==> src/rtl/uart_pkg.sv <==
// Shared definitions for the UART-side blocks: ASCII control characters and
// the command parser state encoding.
package uart_pkg;

  localparam logic [7:0] CHAR_CR = 8'h0D;
  localparam logic [7:0] CHAR_LF = 8'h0A;
  localparam logic [7:0] CHAR_SP = 8'h20;

  typedef enum logic [1:0] {
    ST_IDLE    = 2'd0,
    ST_ARG     = 2'd1,
    ST_DISCARD = 2'd2
  } parser_state_e;

endpackage

==> src/rtl/ascii_hex_nibble.sv <==
// Combinational ASCII classifier: hex digit decode and letter upper-casing.
// Shared between the RX command parser and the TX hex formatter.
module ascii_hex_nibble #(
  parameter bit LOWER_OK = 1'b1
) (
  input  logic [7:0] data_i,
  output logic       is_hex,
  output logic [3:0] nibble,
  output logic       is_letter,
  output logic [7:0] upper
);

  // Hex digit decode; letters A-F/a-f share the low nibble offset of 9
  always_comb begin
    is_hex = 1'b0;
    nibble = 4'h0;
    if (data_i >= 8'h30 && data_i <= 8'h39) begin
      is_hex = 1'b1;
      nibble = data_i[3:0];
    end else if (data_i >= 8'h41 && data_i <= 8'h46) begin
      is_hex = 1'b1;
      nibble = data_i[3:0] + 4'd9;
    end else if (LOWER_OK && data_i >= 8'h61 && data_i <= 8'h66) begin
      is_hex = 1'b1;
      nibble = data_i[3:0] + 4'd9;
    end else begin
      is_hex = 1'b0;
      nibble = 4'h0;
    end
  end

  // Letter detection with lowercase folded to uppercase when allowed
  always_comb begin
    is_letter = 1'b0;
    upper     = data_i;
    if (data_i >= 8'h41 && data_i <= 8'h5A) begin
      is_letter = 1'b1;
      upper     = data_i;
    end else if (LOWER_OK && data_i >= 8'h61 && data_i <= 8'h7A) begin
      is_letter = 1'b1;
      upper     = data_i - 8'h20;
    end else begin
      is_letter = 1'b0;
      upper     = data_i;
    end
  end

endmodule

==> src/rtl/uart_cmd_parser.sv <==
// Assembles "<letter><hex digits><CR|LF>" lines from received bytes into a
// one-cycle command strobe; malformed lines give one error strobe.
module uart_cmd_parser
  import uart_pkg::*;
#(
  parameter int unsigned MAX_DIGITS = 4,
  parameter bit          LOWER_OK   = 1'b1,
  localparam int unsigned ARG_W     = 4 * MAX_DIGITS,
  localparam int unsigned CNT_W     = $clog2(MAX_DIGITS + 1)
) (
  input  logic             CLK,
  input  logic             RST,
  input  logic             RX_VALID,
  input  logic [7:0]       RX_DATA,
  output logic             CMD_VALID,
  output logic [7:0]       CMD,
  output logic [ARG_W-1:0] ARG,
  output logic [CNT_W-1:0] ARG_DIGITS,
  output logic             ERR
);

  localparam logic [CNT_W-1:0] MAX_CNT = CNT_W'(MAX_DIGITS);

  parser_state_e    state_q, state_d;
  logic [7:0]       letter_q, letter_d;
  logic [ARG_W-1:0] acc_q, acc_d;
  logic [CNT_W-1:0] cnt_q, cnt_d;
  logic             cmd_valid_q, cmd_valid_d;
  logic             err_q, err_d;
  logic [7:0]       cmd_q, cmd_d;
  logic [ARG_W-1:0] arg_q, arg_d;
  logic [CNT_W-1:0] arg_digits_q, arg_digits_d;

  logic       is_hex, is_letter, is_term, is_blank;
  logic [3:0] nibble;
  logic [7:0] upper;

  ascii_hex_nibble #(.LOWER_OK(LOWER_OK)) u_classify (
    .data_i    (RX_DATA),
    .is_hex    (is_hex),
    .nibble    (nibble),
    .is_letter (is_letter),
    .upper     (upper)
  );

  assign is_term  = (RX_DATA == CHAR_CR) || (RX_DATA == CHAR_LF);
  assign is_blank = (RX_DATA == CHAR_SP);

  // Next-state and output logic; nothing moves unless a byte is offered
  always_comb begin
    state_d      = state_q;
    letter_d     = letter_q;
    acc_d        = acc_q;
    cnt_d        = cnt_q;
    cmd_valid_d  = 1'b0;
    err_d        = 1'b0;
    cmd_d        = cmd_q;
    arg_d        = arg_q;
    arg_digits_d = arg_digits_q;
    if (RX_VALID) begin
      case (state_q)
        ST_IDLE: begin
          if (is_term || is_blank) begin
            state_d = ST_IDLE;
          end else if (is_letter) begin
            letter_d = upper;
            acc_d    = {ARG_W{1'b0}};
            cnt_d    = {CNT_W{1'b0}};
            state_d  = ST_ARG;
          end else begin
            err_d   = 1'b1;
            state_d = ST_DISCARD;
          end
        end
        ST_ARG: begin
          // Hex is tested before anything else: A-F are letters too
          if (is_hex) begin
            if (cnt_q < MAX_CNT) begin
              acc_d = (acc_q << 4) | ARG_W'(nibble);
              cnt_d = cnt_q + CNT_W'(1);
            end else begin
              err_d   = 1'b1;
              state_d = ST_DISCARD;
            end
          end else if (is_blank) begin
            state_d = ST_ARG;
          end else if (is_term) begin
            cmd_valid_d  = 1'b1;
            cmd_d        = letter_q;
            arg_d        = acc_q;
            arg_digits_d = cnt_q;
            state_d      = ST_IDLE;
          end else begin
            err_d   = 1'b1;
            state_d = ST_DISCARD;
          end
        end
        ST_DISCARD: begin
          if (is_term) begin
            state_d = ST_IDLE;
          end else begin
            state_d = ST_DISCARD;
          end
        end
        default: state_d = ST_IDLE;
      endcase
    end else begin
      state_d = state_q;
    end
  end

  // State and output registers; reset drops any byte offered in the same cycle
  always_ff @(posedge CLK) begin
    if (RST) begin
      state_q      <= ST_IDLE;
      letter_q     <= 8'h00;
      acc_q        <= {ARG_W{1'b0}};
      cnt_q        <= {CNT_W{1'b0}};
      cmd_valid_q  <= 1'b0;
      err_q        <= 1'b0;
      cmd_q        <= 8'h00;
      arg_q        <= {ARG_W{1'b0}};
      arg_digits_q <= {CNT_W{1'b0}};
    end else begin
      state_q      <= state_d;
      letter_q     <= letter_d;
      acc_q        <= acc_d;
      cnt_q        <= cnt_d;
      cmd_valid_q  <= cmd_valid_d;
      err_q        <= err_d;
      cmd_q        <= cmd_d;
      arg_q        <= arg_d;
      arg_digits_q <= arg_digits_d;
    end
  end

  assign CMD_VALID  = cmd_valid_q;
  assign ERR        = err_q;
  assign CMD        = cmd_q;
  assign ARG        = arg_q;
  assign ARG_DIGITS = arg_digits_q;

endmodule

==> config.mk <==
export PLATFORM = sky130hd
export DESIGN_NAME = uart_cmd_parser
export DESIGN_NICKNAME = d
export VERILOG_FILES = /design/src/rtl/uart_pkg.sv /design/src/rtl/ascii_hex_nibble.sv /design/src/rtl/uart_cmd_parser.sv
export SDC_FILE = /design/constraint.sdc
export NUM_CORES = 1
export LEC_CHECK = 0
export CAP_MARGIN = 20
export CORE_ASPECT_RATIO = 1.4
export CORE_MARGIN = 3
export CORE_UTILIZATION = 45
export DETAILED_ROUTE_END_ITERATION = 8
export PLACE_DENSITY = 0.73
export SLEW_MARGIN = 20
export SYNTH_ARGS = -nofsm -noshare
export SYNTH_HDL_FRONTEND = slang
export SYNTH_SLANG_ARGS = --single-unit
==> constraint.sdc <==
create_clock -name CLK -period 3.63 [get_ports CLK]
set_clock_uncertainty 0.1 [all_clocks]
set_input_delay 0.363 -clock CLK [delete_from_list [all_inputs] [get_ports CLK]]
set_output_delay 0.363 -clock CLK [all_outputs]
set_load 0.05 [all_outputs]
==> metrics.csv, run 1 <==
stage,metric,value,unit
timing,tightest_slew,829.9,ps
grt,grt_pass1_wl,9811,um
grt,grtUsageTotal,0.1798,
cts,root_buffer,clkbuf_8,
placed_design,pre_cts_slack,369.8,ps
setup_path,path_cells,clkdlybuf4s50_1 > inv_1 > ha_1 > mux2_2 > and3_1 > or3b_2 > nor3b_1 > buf_4 > mux2i_1 > nor2_1,
floorplan,initial_core_util,0.4708,
timing,timing.slew.headroom,0.4450,
synth,synth_area,2639,um^2
power_and_ir_drop,peakVddDrop,0.0001518,V
cts,postCtsSetupBuffers,0,
cts,worstSkewPairLatency,330,ps
synth,netlist_instances,295,
synth,synth_edf_count,0,
synth,synth.distinct_cells,52,
timing,hold_violations,0,
drt,postRouteAntennaNets,0,
timing,rsz0062_at_grt,false,
power_and_ir_drop,leakage,1.287,nW
grt,grt_start_max_net_pins,29,
setup_path,cp_max_fo,10,
timing,setup_viol,0,
drt,drtIter0Drc,112,
layout,utilization,0.5873,
layout,layout.cells.non_filler,408,
placed_design,numPortBuffers,39,
drt,drc,0,
drt,via_per_inst,5.471,
timing,finalCriticalPeriod,2915,ps
layout,nets,358,
timing,setup_tns,0,ps
cts,cts_tree,done,
cts,cts_sinks,58,
setup_path,arrival,3000,ps
run,cap_violations,0,
synth,synth_ff_type,dfxtp_1,
drt,dr.pass1.iters,4,
grt,grt_remaining_overflow,0,
layout,fin_area,3292,um^2
synth,syn_avg_cell_area,8.945,um^2
floorplan,die_h,96.61,um
power_and_ir_drop,pwr-share-seq,0.518,
layout,area_growth,24.75,%
timing,whs,351.9,ps
min_path,hold_path_class,reg -> reg,
status,status,completed,
power_and_ir_drop,power_density,379.2,nW/um^2
layout,antenna_cells,0,
layout,final_cell_mix,"58 x dfxtp_1, 58 x nand2_1, 39 x clkdlybuf4s50_1",
timing,setup_slack,715.4,ps
setup_path,startpoint_type,primary input,
placed_design,gp_congestion,0.8995,
power_and_ir_drop,swShare,0.2213,
grt,grt_pass1_vias,2135,
placed_design,dp_hpwl,4171,um
synth,async_reset_ff_frac,0,
drt,wl,5724,um
cts,clk_path_buf_depth,2,
floorplan,ioPinCount,40,
placed_design,dp_cells,396,
power_and_ir_drop,power_frac_clock,0.401,
cts,numCtsBuffers,9,
drt,dr_total_vias,2232,
floorplan,die_x,70.72,um
cts,cts-resized-gates,0,
timing,final-max-slew-violation-count,0,
setup_path,max_stage_delay,660,ps
synth,ys_ff_latch,58,
floorplan,dieArea,6832,um^2
power_and_ir_drop,net-switching-power,0.2762,mW
synth,ys_seq_area_frac,0.4400,
power_and_ir_drop,power.internal,0.9719,mW
grt,antenna_found_initial,0,
cts,cts.reportedPaths.clkPinSlew,60,ps
floorplan,core_area,5605,um^2
power_and_ir_drop,p_total,1.248,mW
floorplan,row_count,32,
cts,cts_hold_buf,0,
setup_path,path_class,in -> reg,
drt,wl_per_cell,14.03,um
cts,htree_levels,3,
synth,synth_fp_nets,314,
setup_path,crit_buf_inv,3,
synth,yosys_warnings,0,
timing,finalCritPeriodShare,0.8029,
setup_path,path_delay_family,buffers and inverters,
layout,layout-drive-gt1-share,0.09706,
placed_design,dpl-instance-area,3127,um^2
setup_path,required,3710,ps
timing,fmax,343.1,MHz
power_and_ir_drop,pwr-share-comb,0.082,
setup_path,slowest_stage,clkdlybuf4s50_1,
setup_path,endpoint_kind,flop,
[sequential cells by signal (all words and copies together) (netlist names)]
name	cells
ARG	16
acc_q	16
CMD	8
letter_q	8
ARG_DIGITS	3
cnt_q	3
state_q	2
CMD_VALID	1
ERR	1
[synthesized netlist by cell type (all sizes together) (2+ instances only)]
| cell type | number | area, um^2 |
|---|---|---|
| a2111oi | 2 | 23.77 |
| a211o | 2 | 17.52 |
| a21o | 13 | 97.59 |
| a21oi | 32 | 167.7 |
| a221o | 5 | 50.05 |
| a31oi | 3 | 18.77 |
| a32o | 13 | 130.1 |
| and2 | 6 | 37.53 |
| and3 | 2 | 12.51 |
| buf | 4 | 28.78 |
| clkbuf | 15 | 56.30 |
| dfxtp | 58 | 1161 |
| ha | 8 | 100.1 |
| inv | 6 | 22.52 |
| mux2 | 2 | 22.52 |
| mux2i | 7 | 70.07 |
| nand2 | 58 | 217.7 |
| nand2b | 7 | 43.79 |
| nand3 | 3 | 15.01 |
| nor2 | 15 | 56.30 |
| nor2b | 3 | 18.77 |
| nor3b | 3 | 22.52 |
| nor4b | 2 | 17.52 |
| o211ai | 2 | 15.01 |
| o21a | 2 | 22.52 |
| xnor2 | 2 | 17.52 |
[power by group through the flow]
stage | Combinational [mW] | Clock (mW) | Sequential, mW
global route | 0.113 | 0.545 | 0.646
floorplan | 0.0643 | 0 | 0.661
finish | 0.102 | 0.500 | 0.646
detailed placement | 0.102 | 0 | 0.659
global placement | 0.101 | 0 | 0.660
CTS | 0.102 | 0.516 | 0.646
[layout make-up]
type	instances	area, um^2
clock buffer	12	165.2
fill	522	2313
inverter	6	22.52
multi-input combinational	212	1370
sequential	58	1161
tap	68	85.08
timing repair buffer	52	488.0
[worst paths after layout]
check	to	depth (start not counted)	slack (ps)	start
min reg2reg	ARG[8]	2	350	ARG[8]
min	ARG[8]	2	350	ARG[8]
max reg2reg	CMD[1]	5	1740	state_q[0]
max	letter_q[2]	10	720	RX_DATA[0]
[worst reg2reg max path, cell delays in order, from the launching register on]
cell and delay, ps:
dfxtp_1 460, nor2b_1 320, and3_1 410, buf_4 300
nand2_1 80, a21oi_1 130
[routing by layer]
| metal | vias to the layer above | global-route usage | part of all wire |
|---|---|---|---|
| met5 | - | 0 | 0 |
| met1 | 1031 | 0.2151 | 0.45 |
| met4 | 0 | 0.1071 | 0.032 |
| li1 | 1138 | - | - |
| met3 | 15 | 0.05094 | 0.047 |
| met2 | 48 | 0.2816 | 0.47 |
[cell families after synthesis]
family                     share of synthesized area
AOI/OAI and AO/OA                             0.2394
xor gates and xnor gates                    0.009959
adders and majority gates                    0.03793
buffers and inverters                        0.04078
DFF                                           0.4400
muxes                                        0.03509
and+or+nand+nor                               0.1968
(Power assumes the default switching activity.)
==> run 2, diff against run 1 <==
--- a/config.mk
+++ b/config.mk
@@ -10,7 +10,7 @@
 export CORE_MARGIN = 3
 export CORE_UTILIZATION = 45
 export DETAILED_ROUTE_END_ITERATION = 8
-export PLACE_DENSITY = 0.73
+export PLACE_DENSITY = 0.76
 export SLEW_MARGIN = 20
 export SYNTH_ARGS = -nofsm -noshare
 export SYNTH_HDL_FRONTEND = slang
==> constraint.sdc (replaced) <==
create_clock -name CLK -period 2.4 [get_ports CLK]
set_clock_uncertainty 0.1 [all_clocks]
set_input_delay 0.24 -clock CLK [delete_from_list [all_inputs] [get_ports CLK]]
set_output_delay 0.24 -clock CLK [all_outputs]
set_load 0.05 [all_outputs]
==> run 2 against run 1 <==
Against the previous run: non-clock buffer count grew 24; register-to-register slack worse by 1100 ps; sequential power up 51%; combinational power rose by 88%; cell count rose by 6.9%; clock power is 74% higher; worst hold slack worse by 87 ps; sequential cell count is the same; critical endpoint is now cnt_q[1].
==> metrics.csv, run 2 (synthesis results as in run 1) <==
stage,metric,value,unit
timing,setup_slack,175.2,ps
drt,top_layer,met4,
power_and_ir_drop,power.internal,1.556,mW
power_and_ir_drop,net-switching-power,0.4826,mW
grt,grt_remaining_overflow,0,
floorplan,initial_core_util,0.4708,
cts,worstSkewPairLatency,340,ps
power_and_ir_drop,peakVddDrop,0.0002770,V
layout,area_growth,36.98,%
min_path,min_path_cells,4,
placed_design,pre_cts_slack,-550.9,ps
setup_path,endpoint_kind,flop,
cts,postCtsSetupBuffers,0,
power_and_ir_drop,leakage,1.462,nW
layout,antenna_cells,0,
layout,final_cell_mix,"58 x dfxtp_1, 58 x nand2_1, 33 x clkdlybuf4s50_1",
drt,postRouteAntennaNets,0,
cts,numCtsBuffers,9,
setup_path,ff2ff_setup_slack,610,ps
grt,grt_start_max_net_pins,39,
layout,fin_area,3615,um^2
timing,tightest_slew,598.8,ps
timing,setup_tns,0,ps
setup_path,r2r_start,state_q[0],
timing,finalCritPeriodShare,0.9270,
setup_path,r2r-end,letter_q[0],
drt,dr_wl_met3,206,um
grt,grtUsageTotal,0.1874,
placed_design,gp_congestion,0.9089,
drt,dr_total_vias,2360,
timing,fmax,449.5,MHz
cts,cts_sinks,58,
drt,wl_per_cell,13.98,um
grt,grt_pass1_vias,2327,
drt,drc,0,
timing,finalCriticalPeriod,2225,ps
drt,via_per_inst,5.413,
drt,wl_met1,2733,um
power_and_ir_drop,power_density,563.9,nW/um^2
timing,timing.slew.headroom,0.5977,
drt,drtIter0Drc,200,
timing,setup_viol,0,
power_and_ir_drop,pwr-share-comb,0.094,
timing,rsz0062_at_grt,false,
setup_path,required,2520,ps
timing,final-max-slew-violation-count,0,
layout,utilization,0.6449,
layout,layout-drive-gt1-share,0.1984,
floorplan,dieArea,6832,um^2
setup_path,cp_max_fo,17,
power_and_ir_drop,swShare,0.2367,
placed_design,numPortBuffers,39,
floorplan,core_area,5605,um^2
floorplan,ioPinCount,40,
cts,cts_hold_buf,0,
placed_design,dp_hpwl,4224,um
floorplan,row_count,32,
timing,whs,264.5,ps
run,cap_violations,0,
power_and_ir_drop,pwr-share-seq,0.479,
layout,nets,383,
placed_design,dpl-instance-area,3352,um^2
cts,clk_path_buf_depth,2,
cts,htree_levels,3,
grt,antenna_found_initial,0,
drt,wl_met2,3045,um
min_path,hold_path_class,in -> reg,
cts,root_buffer,clkbuf_8,
floorplan,die_x,70.72,um
drt,wl,6094,um
setup_path,critPathLaunch,RX_DATA[4],
cts,cts_tree,done,
timing,hold_violations,0,
setup_path,path_class,in -> reg,
status,status,completed,
cts,cts.reportedPaths.clkPinSlew,60,ps
grt,grt_pass1_wl,10500,um
setup_path,r2r_cells,6,
drt,dr.pass1.iters,5,
floorplan,die_h,96.61,um
min_path,holdPathEnd,letter_q[0],
setup_path,arrival,2340,ps
setup_path,startpoint_type,primary input,
power_and_ir_drop,power_frac_clock,0.427,
min_path,worstHoldStart,RX_DATA[0],
## run 2: critical path, cell delays in order
cell	delay [ps]
clkdlybuf4s50_1	490
nor2_1	230
nand2_1	90
nor3_1	510
or3_1	210
a21oi_2	70
buf_12	160
a221o_1	340
## run 2: timing repair
item	in CTS	in global routing
cloned	2	0
endpoints found under the hold margin	0	0
setup endpoints to repair	28	28
resized for setup	14	15
pin swaps	7	6
## run 2: per-stage QoR
| step | power, mW | instances |
|---|---|---|
| floorplan | 1.099 | 295 |
| finish | 2.038 | 436 |
| detailed placement | 1.176 | 419 |
| global route | 2.119 | 436 |
| CTS | 2.050 | 436 |
| global placement | 1.172 | 419 |
## run 2: worst max path at each step
stage	end	slack, ps	cells after the start
3_3_place_gp	acc_q[8]	-490	8
4_1_cts	letter_q[0]	1	10
6_report	cnt_q[1]	180	8
5_1_grt	letter_q[0]	70	9
3_5_place_dp	acc_q[14]	-550	8
2_1_floorplan	cnt_q[0]	20	10
## run 2: area by class of cell
type                            instances  area, um^2
Sequential cell                        58        1161
Inverter                                6       22.52
Timing Repair Buffer                   76       718.2
Clock inverter                          5       55.05
Clock buffer                           10       137.6
Fill cell                             475        1991
Multi-Input combinational cell        213        1435
Tap cell                               68       85.08
## run 2: layer usage
metal,global-route usage,vias to the layer above
met5,0,-
met4,0.08828,0
met3,0.03430,11
met2,0.3074,51
met1,0.2339,1101
li1,-,1197
## run 2: power by group through the flow
stage | Sequential [mW] | Clock, mW | Combinational, mW
after detailed placement | 0.998 | 0 | 0.178
after CTS | 0.976 | 0.887 | 0.187
final | 0.976 | 0.870 | 0.192
after floorplan | 0.999 | 0 | 0.0997
after global placement | 0.997 | 0 | 0.175
after global routing | 0.977 | 0.933 | 0.209
